==> config.mk <==
export PLATFORM = sky130hd
export DESIGN_NAME = boot_responder
export DESIGN_NICKNAME = d
export VERILOG_FILES = /design/src/rtl/boot_pkg.sv /design/src/rtl/hex_ascii.sv /design/src/rtl/boot_responder.sv
export SDC_FILE = /design/constraint.sdc
export NUM_CORES = 1
export LEC_CHECK = 0
export BUFFER_PORTS_ARGS = -buffer_cell sky130_fd_sc_hd__buf_2
export CORE_MARGIN = 2
export CORE_UTILIZATION = 30
export CTS_BUF_LIST = sky130_fd_sc_hd__clkbuf_4 sky130_fd_sc_hd__clkbuf_8
export DETAILED_ROUTE_END_ITERATION = 12
export HOLD_SLACK_MARGIN = 0.02
export SKIP_CTS_REPAIR_TIMING = 1
export SYNTH_ARGS = -nofsm -noshare
export SYNTH_HDL_FRONTEND = slang
export SYNTH_SLANG_ARGS = --single-unit
export TNS_END_PERCENT = 5
==> constraint.sdc <==
create_clock -name clk_i -period 4.2 [get_ports clk_i]
set_input_delay 0.84 -clock clk_i [delete_from_list [all_inputs] [get_ports clk_i]]
set_output_delay 0.84 -clock clk_i [all_outputs]
set_load 0.005 [all_outputs]
==> src/rtl/boot_pkg.sv <==
// -----------------------------------------------------------------------------
// boot_pkg
// Shared definitions for the boot responder: FSM state encoding, message
// identifiers, message lengths and the ASCII characters used in the banners.
// -----------------------------------------------------------------------------
package boot_pkg;

    // Transmit sequencer states.
    typedef enum logic [2:0] {
        ST_IDLE      = 3'd0,
        ST_LOAD      = 3'd1,
        ST_START     = 3'd2,
        ST_WAIT_BUSY = 3'd3,
        ST_WAIT_IDLE = 3'd4
    } state_t;

    // Message identifiers.
    typedef enum logic {
        MSG_RDY  = 1'b0,
        MSG_DONE = 1'b1
    } msg_t;

    // Message lengths in bytes, terminator included.
    localparam int RDY_LEN  = 4;
    localparam int DONE_LEN = 14;

    // Index of the final byte of each message.
    localparam logic [3:0] RDY_LAST  = 4'(RDY_LEN - 1);
    localparam logic [3:0] DONE_LAST = 4'(DONE_LEN - 1);

    // Message characters.
    localparam logic [7:0] ASCII_R  = 8'h52;
    localparam logic [7:0] ASCII_D  = 8'h44;
    localparam logic [7:0] ASCII_Y  = 8'h59;
    localparam logic [7:0] ASCII_O  = 8'h4F;
    localparam logic [7:0] ASCII_N  = 8'h4E;
    localparam logic [7:0] ASCII_E  = 8'h45;
    localparam logic [7:0] ASCII_SP = 8'h20;

    // Bases of the two hex digit ranges.
    localparam logic [7:0] ASCII_ZERO = 8'h30;
    localparam logic [7:0] ASCII_A    = 8'h41;

endpackage

==> src/rtl/hex_ascii.sv <==
// -----------------------------------------------------------------------------
// hex_ascii
// Combinational conversion of one 4-bit nibble to its uppercase ASCII hex
// character ('0'-'9', 'A'-'F').
//
// Ports:
//   nibble_i  in   4  value to convert
//   ascii_o   out  8  ASCII character
// -----------------------------------------------------------------------------
module hex_ascii
    import boot_pkg::*;
(
    input  logic [3:0] nibble_i,
    output logic [7:0] ascii_o
);

    assign ascii_o = (nibble_i < 4'd10) ? (ASCII_ZERO + {4'd0, nibble_i})
                                        : (ASCII_A + {4'd0, nibble_i - 4'd10});

endmodule

==> src/rtl/boot_responder.sv <==
// -----------------------------------------------------------------------------
// boot_responder
// UART-transmit side of the host boot protocol. Sends "RDY" when programming
// starts, counts received program bytes, and on the programming timeout sends
// "DONE " followed by the byte count as 8 uppercase hex digits. Every message
// ends with EOL_BYTE. Bytes are handed to the UART one at a time, each waiting
// for the transmitter to go busy and then idle again.
//
// Parameters:
//   SEND_RDY  1 = send the RDY banner on programming start, 0 = suppress it
//   EOL_BYTE  line terminator appended to every message
//
// Ports:
//   clk_i         in   1   system clock
//   reset_i       in   1   asynchronous active-low reset
//   prog_start_i  in   1   pulse: programming mode entered
//   prog_done_i   in   1   pulse: programming idle timeout expired
//   rx_irq_i      in   1   pulse per UART byte received
//   tx_busy_i     in   1   UART transmitter busy
//   tx_start_o    out  1   one-cycle request to send tx_byte_o
//   tx_byte_o     out  8   byte to transmit
//   byte_count_o  out  32  bytes received since the last prog_start_i
//   active_o      out  1   high while a message is being transmitted
// -----------------------------------------------------------------------------
module boot_responder #(
    parameter bit         SEND_RDY = 1'b1,
    parameter logic [7:0] EOL_BYTE = 8'h0A
) (
    input  logic        clk_i,
    input  logic        reset_i,
    input  logic        prog_start_i,
    input  logic        prog_done_i,
    input  logic        rx_irq_i,
    input  logic        tx_busy_i,
    output logic        tx_start_o,
    output logic [7:0]  tx_byte_o,
    output logic [31:0] byte_count_o,
    output logic        active_o
);
    import boot_pkg::*;

    state_t      r_state;
    msg_t        r_msg;
    logic [3:0]  r_idx;
    logic        r_tx_start;
    logic [7:0]  r_tx_byte;
    logic        r_active;
    logic        r_pend_rdy;
    logic        r_pend_done;
    logic [31:0] r_count;
    logic [31:0] r_shadow;
    logic [31:0] r_snap;

    logic [31:0] w_count_next;
    logic [2:0]  w_hex_pos;
    logic [3:0]  w_nibble;
    logic [7:0]  w_hex_ascii;
    logic [7:0]  w_msg_byte;
    logic [3:0]  w_last_idx;

    // Clear beats increment when both arrive together; a byte arriving with
    // prog_done_i is part of the reported count.
    assign w_count_next = prog_start_i ? '0 : (r_count + {31'd0, rx_irq_i});

    // Byte counter and the latest timeout snapshot. The shadow always tracks
    // the most recent prog_done_i; it is copied into r_snap only when a DONE
    // message is selected, so a message in flight reports a frozen value.
    always_ff @(posedge clk_i or negedge reset_i) begin
        if (!reset_i) begin
            r_count  <= '0;
            r_shadow <= '0;
        end else begin
            // NOTE: state registers use non-blocking assignment so every
            // always_ff reads the pre-edge value regardless of block order.
            r_count <= w_count_next;
            if (prog_done_i) begin
                r_shadow <= w_count_next;
            end
        end
    end

    // Hex digits occupy DONE indices 5..12, most significant nibble first,
    // so index 5 maps to nibble 7 and index 12 to nibble 0.
    assign w_hex_pos = 3'(DONE_LAST - 4'd1 - r_idx);
    assign w_nibble  = r_snap[{w_hex_pos, 2'b00} +: 4];

    hex_ascii u_hex_ascii (
        .nibble_i (w_nibble),
        .ascii_o  (w_hex_ascii)
    );

    // Message ROM.
    always_comb begin
        // NOTE: default assignment first so no path through the block leaves
        // w_msg_byte unassigned and infers a latch.
        w_msg_byte = EOL_BYTE;
        if (r_msg == MSG_RDY) begin
            case (r_idx)
                4'd0:    w_msg_byte = ASCII_R;
                4'd1:    w_msg_byte = ASCII_D;
                4'd2:    w_msg_byte = ASCII_Y;
                default: w_msg_byte = EOL_BYTE;
            endcase
        end else begin
            case (r_idx)
                4'd0:      w_msg_byte = ASCII_D;
                4'd1:      w_msg_byte = ASCII_O;
                4'd2:      w_msg_byte = ASCII_N;
                4'd3:      w_msg_byte = ASCII_E;
                4'd4:      w_msg_byte = ASCII_SP;
                DONE_LAST: w_msg_byte = EOL_BYTE;
                default:   w_msg_byte = w_hex_ascii;
            endcase
        end
    end

    assign w_last_idx = (r_msg == MSG_RDY) ? RDY_LAST : DONE_LAST;

    // Transmit sequencer with registered outputs.
    always_ff @(posedge clk_i or negedge reset_i) begin
        if (!reset_i) begin
            r_state     <= ST_IDLE;
            r_msg       <= MSG_RDY;
            r_idx       <= '0;
            r_tx_start  <= 1'b0;
            r_tx_byte   <= '0;
            r_active    <= 1'b0;
            r_pend_rdy  <= 1'b0;
            r_pend_done <= 1'b0;
            r_snap      <= '0;
        end else begin
            case (r_state)
                ST_IDLE: begin
                    // RDY is served before DONE when both are pending.
                    if (r_pend_rdy || r_pend_done) begin
                        r_idx    <= '0;
                        r_active <= 1'b1;
                        r_state  <= ST_LOAD;
                        if (r_pend_rdy) begin
                            r_msg      <= MSG_RDY;
                            r_pend_rdy <= 1'b0;
                        end else begin
                            r_msg       <= MSG_DONE;
                            r_pend_done <= 1'b0;
                            r_snap      <= r_shadow;
                        end
                    end
                end
                ST_LOAD: begin
                    r_tx_byte <= w_msg_byte;
                    if (!tx_busy_i) begin
                        r_tx_start <= 1'b1;
                        r_state    <= ST_START;
                    end
                end
                ST_START: begin
                    r_tx_start <= 1'b0;
                    r_state    <= ST_WAIT_BUSY;
                end
                ST_WAIT_BUSY: begin
                    if (tx_busy_i) begin
                        r_state <= ST_WAIT_IDLE;
                    end
                end
                ST_WAIT_IDLE: begin
                    if (!tx_busy_i) begin
                        if (r_idx == w_last_idx) begin
                            r_active <= 1'b0;
                            r_state  <= ST_IDLE;
                        end else begin
                            r_idx   <= r_idx + 4'd1;
                            r_state <= ST_LOAD;
                        end
                    end
                end
                default: begin
                    r_tx_start <= 1'b0;
                    r_active   <= 1'b0;
                    r_state    <= ST_IDLE;
                end
            endcase

            // Placed after the FSM so a new event wins over the clear done
            // when the previous request of the same kind is being selected.
            if (prog_start_i && SEND_RDY) begin
                r_pend_rdy <= 1'b1;
            end
            if (prog_done_i) begin
                r_pend_done <= 1'b1;
            end
        end
    end

    assign tx_start_o   = r_tx_start;
    assign tx_byte_o    = r_tx_byte;
    assign byte_count_o = r_count;
    assign active_o     = r_active;

endmodule

# Word-level counts from Yosys, hierarchy flattened

Cells that the tools add are included.

Flip-flop bits (word level): 116
Input port bits: 6

$add $sub $neg: 6
Order comparisons: 1
Eq/ne operators: 17
Shift operators: 1
Multiplexer cells: 30
Bitwise operators: 3
Reductions and logical operators: 18

Operators with widths:

| kind                  | number |
|---|---|
| $pmux W8 S6           | 1 |
| $add A32 B1 Y32       | 1 |
| $mux W32              | 1 |
| $shiftx A32 B6 Y4     | 1 |
| $pmux W7 S3           | 1 |
| $mux W4               | 4 |
| $mux W8               | 2 |
| $pmux W3 S5           | 1 |
| $ne A2 B2 Y1 const B  | 7 |
| $mux W1               | 13 |
| $mux W3               | 4 |
| $reduce_and A4 Y1     | 3 |
| $reduce_bool A2 Y1    | 5 |
| $add A7 B4 Y8 const A | 1 |
| $eq A4 B2 Y1 const B  | 2 |
| $pmux W4 S2           | 1 |
| $add A6 B4 Y7 const A | 1 |
| $eq A3 B2 Y1 const B  | 2 |
| $reduce_and A2 Y1     | 3 |
| $reduce_and A3 Y1     | 2 |
| $reduce_or A3 Y1      | 2 |
| $add A4 B1 Y4 const B | 1 |
| $eq A4 B1 Y1 const B  | 1 |
| $eq A4 B3 Y1 const B  | 1 |
| 13 further kinds      | 15 |

# Logic depth before layout (Yosys ltp)

Depth in word-level cells: 7
Mapped depth: 12
Depth with buffers taken out: 11

# Hierarchy

Synthesis repeated with hierarchy kept, for this count alone.

Cells, all modules: 482
Area, all modules: 5,475.3 um^2

Modules (own cells, without submodules):

| module         | times used | cells each | area an instance (um^2) | seq. area each (um^2) |
|---|---|---|---|---|
| boot_responder | 1          | 462        | 5,340.1                 | 2,902.8 |
| hex_ascii      | 1          | 20         | 135.1                   | 0.0 |

# Worst setup path after synthesis

OpenSTA, ideal clock, no wires.

Path kind: register to register
Start: reg r_idx[0]
End: reg r_tx_byte[2], in the netlist tx_byte_o[2]
Arrival time: 2.614 ns
Data required time: 4.105 ns
Slack: 1.491 ns
Cell stages (with the launch flop): 11
Path buffers: 1
Path through: dfrtp_1 buf_2 inv_1 ha_1 xor2_4 mux4_2 ha_1 xor2_1 nand2b_1 a31oi_1 o31ai_1

Longest elaborated chain between the ends: 7

RTL lines:

| what                   | RTL line              | RTL |
|---|---|---|
| from (decl)            | boot_responder.sv:44  | `logic [3:0] r_idx;` |
| from (signal assigned) | boot_responder.sv:171 | `r_idx <= r_idx + 4'd1;` |
| $sub A3 B3 Y3          | boot_responder.sv:84  | `assign w_hex_pos = 3'(DONE_LAST - 4'd1 - r_idx);` |
| $shiftx A32 B6 Y4      | boot_responder.sv:85  | `assign w_nibble = r_snap[{w_hex_pos, 2'b00} +: 4];` |
| $sub A4 B4 Y4          | hex_ascii.sv:18       | `: (ASCII_A + {4'd0, nibble_i - 4'd10});` |
| $add A7 B4 Y8          | hex_ascii.sv:18       |  |
| $mux W8                | hex_ascii.sv:17       | `assign ascii_o = (nibble_i < 4'd10) ? (ASCII_ZERO + {4'd0, nibble_i})` |
| $pmux W8 S6            | boot_responder.sv:105 | `case (r_idx)` |
| $mux W8 *              | boot_responder.sv:97  | `if (r_msg == MSG_RDY) begin` |
| to (signal assigned)   | boot_responder.sv:150 | `r_tx_byte <= w_msg_byte;` |
| to (decl)              | boot_responder.sv:46  | `logic [7:0] r_tx_byte;` |

Mark *: on every way between the ends. The rest lies on a longest branch, timed or not.
A chain may end at the register's enable or synchronous reset.

# Worst setup path in the final report

Start: reg r_idx[1]
End: reg r_tx_byte[2], in the netlist tx_byte_o[2]

Same word-level chain as after synthesis.

==> flow_summary.ini <==
[grt]
grt_pass1_wl_um = 20100
overflow = 0
grt_pass1_vias = 3964
grt_max_degree = 62
grt_antenna_before_repair = 0
track_usage = 0.131

[final_layout]
antenna_cells = 0
nNetsFinal = 533
drive_gt1_frac = 0.275
area_growth_pct = 14.6
final_util = 0.350
stdcell_count = 759

[die]
io_pins = 48
fp.dieW_um = 139
die_h_um = 139
start_util = 0.305
dieArea_um2 = 19400
rows = 49
core_area_um2 = 18000

[route]
wl_um = 12100
wire_per_inst_um = 16.0
via_per_inst = 5.11
vias = 3879
dr.pass1.iters = 5
drc_errors = 0
drt_iter0_drc = 268
ant_nets = 0

[power]
power_frac_clock = 0.344
switching_share = 0.298
switchingPower_mw = 0.791
p_leak_nw = 2.82
p_int_mw = 1.86
seqPwrFrac = 0.479
power.density_nw_per_um2 = 422
ir_worst_vdd_v = 0.000177
combPwrFrac = 0.178

[timing]
fin_hold_ws_ns = 0.457
hold_viol_final = 0
slew_viol_final = 0
fin_crit_ns = 2.89
worst_pin_slew_ns = 0.833
fin_worst_skew_ns = 0.0118
min_period_over_period = 0.688
fin_setup_tns_ns = 0
setup_violations = 0
rsz0062_at_grt = false
fin_ws_ns = 1.31
maxSlewHeadroom = 0.443
clock.fmax_mhz = 346

[setup_path]
worstPathArrival_ns = 3.21
path_max_fanout = 7
end_kind = flip-flop
start_kind = flip-flop
crit_type = reg -> reg
required_ns = 4.52

[logic_synthesis]
postSynthCellCount = 479
ys_types = 50
synth_area_um2 = 5490
synth-edff-count = 0
ys_ff_latch = 115
ys.flop_type = dfrtp_1
syn_avg_cell_area_um2 = 11.5
ys_warn_count = 0
async_flop_share = 1.00
seq_area_frac_synth = 0.525
syn-num-nets = 493

[clock_tree]
clock-root-buffer = clkbuf_8
clock_latency_ns = 0.43
numCtsBuffers = 17
clkTransAtPathRegs_ns = 0.07
cts_buffer_depth = 2
cts_tree = done
cts_num_sinks = 115
htreeDepth = 4

[flow_run]
drv_cap = 0

[placement]
dp_slack_ns = 1.10
gp_congestion = 0.815
dp_hpwl_um = 8340
io_buffers = 46
post-place-cells = 729

[worst_hold_path]
hp-class = in -> async

[status]
status = complete, no violations
## worst max-delay path, cell delays in order, from the launching register on
cell	delay [ns]
dfrtp_1	0.44
inv_1	0.12
ha_1	0.39
xor2_4	0.27
mux4_1	0.33
mux2i_1	0.38
inv_1	0.08
ha_1	0.21
xor2_1	0.14
nand2b_1	0.08
a31oi_1	0.09
o31ai_1	0.25
## cells in the final DEF, fill, tap and decap left out, types with 7 or more instances in the layout
cell / count
mux2_2: 59
or3_1: 7
o31ai_1: 13
nand3_1: 16
inv_1: 15
xnor2_1: 7
nand4_1: 11
mux2i_1: 15
a21oi_1: 25
ha_1: 8
nand2_1: 27
o21ai_0: 19
clkbuf_8: 21
dfrtp_1: 115
xor2_1: 9
buf_2: 45
or4_1: 13
nor2_1: 28
## cells by family (layout without fill, tap and decap cells)
group | after synthesis | after routing | synth area share
fa+ha+maj | 8 | 8 | 0.0182
compound gates | 81 | 81 | 0.0896
simple gates | 135 | 135 | 0.133
mux | 79 | 79 | 0.170
other cells | 1 | 1 | 0.000684
flops | 115 | 115 | 0.525
buf+inv | 43 | 94 | 0.0324
xor+xnor | 17 | 17 | 0.0306
## routing by layer
| metal | global-route usage | vias up | wire, µm |
|---|---|---|---|
| met4 | 0.0691 | 0 | 361 |
| met3 | 0.0375 | 20 | 420 |
| met5 | 0 | - | 0 |
| met2 | 0.209 | 74 | 5980 |
| li1 | - | 1829 | - |
| met1 | 0.160 | 1956 | 5340 |
## synthesized netlist by cell type, types with 2 or more instances
master / number / area (µm²)
inv_1: 15 / 56.3
xnor2_1: 7 / 61.3
mux2_2: 59 / 664
or3_1: 7 / 43.8
dfrtp_1: 115 / 2880
mux2i_1: 15 / 150
o21bai_1: 3 / 22.5
o31ai_1: 13 / 97.6
nand3_1: 16 / 80.1
nor4_1: 2 / 12.5
and3_1: 4 / 25.0
mux4_2: 3 / 67.6
o22ai_1: 5 / 31.3
and2_1: 3 / 18.8
ha_1: 8 / 100
o21ai_0: 19 / 95.1
a21oi_1: 25 / 125
nor2_1: 28 / 105
nand4_1: 11 / 68.8
a21boi_0: 2 / 15.0
nand2b_1: 4 / 25.0
xor2_1: 9 / 78.8
nand2_1: 27 / 101
nor3_1: 3 / 15.0
buf_2: 10 / 50.1
and4_1: 5 / 43.8
or4_1: 13 / 97.6
a31oi_1: 5 / 31.3
nor2b_1: 5 / 31.3
clkbuf_1: 17 / 63.8
mux4_1: 2 / 52.6
## worst paths after layout
check | from | to | slack, ns | cells past startpoint
max | r_idx[1] | tx_byte_o[2] | 1.31 | 11
min | reset_i | byte_count_o[24] | 0.46 | 1
max reg2reg | r_idx[1] | tx_byte_o[2] | 1.31 | 11
min reg2reg | tx_byte_o[2] | tx_byte_o[2] | 0.49 | 2
max in group asynchronous | reset_i | tx_start_o | 2.94 | 2
min in group clk_i | tx_byte_o[2] | tx_byte_o[2] | 0.49 | 2
## through the flow
stage	cell area, µm²	total power, mW
2_1_floorplan	5490	1.60
3_3_place_gp	5930	1.76
3_5_place_dp	5930	1.77
4_1_cts	6280	2.69
5_1_grt	6280	2.80
6_report	6280	2.65
## power by group through the flow
stage / Combinational (mW) / Clock [mW] / Sequential, mW
2_1_floorplan: 0.348 / 0 / 1.25
3_3_place_gp: 0.468 / 0 / 1.29
3_5_place_dp: 0.476 / 0 / 1.29
4_1_cts: 0.479 / 0.941 / 1.27
5_1_grt: 0.527 / 0.990 / 1.28
6_report: 0.471 / 0.912 / 1.27
## sequential cells by signal, indices dropped and copies added (netlist names), 3 cells and up
register,cells
r_snap,32
r_idx,4
r_shadow,32
byte_count_o,32
tx_byte_o,7
r_state,3
## final cells by class
class	instances	area, µm²
Tap cell	229	287
Multi-Input combinational cell	321	2440
Sequential cell	115	2880
Fill cell	1772	11700
Inverter	15	56.3
Clock inverter	7	52.6
Timing Repair Buffer	49	268
Clock buffer	23	304
Note: power is estimated with default switching activity, not from simulation.
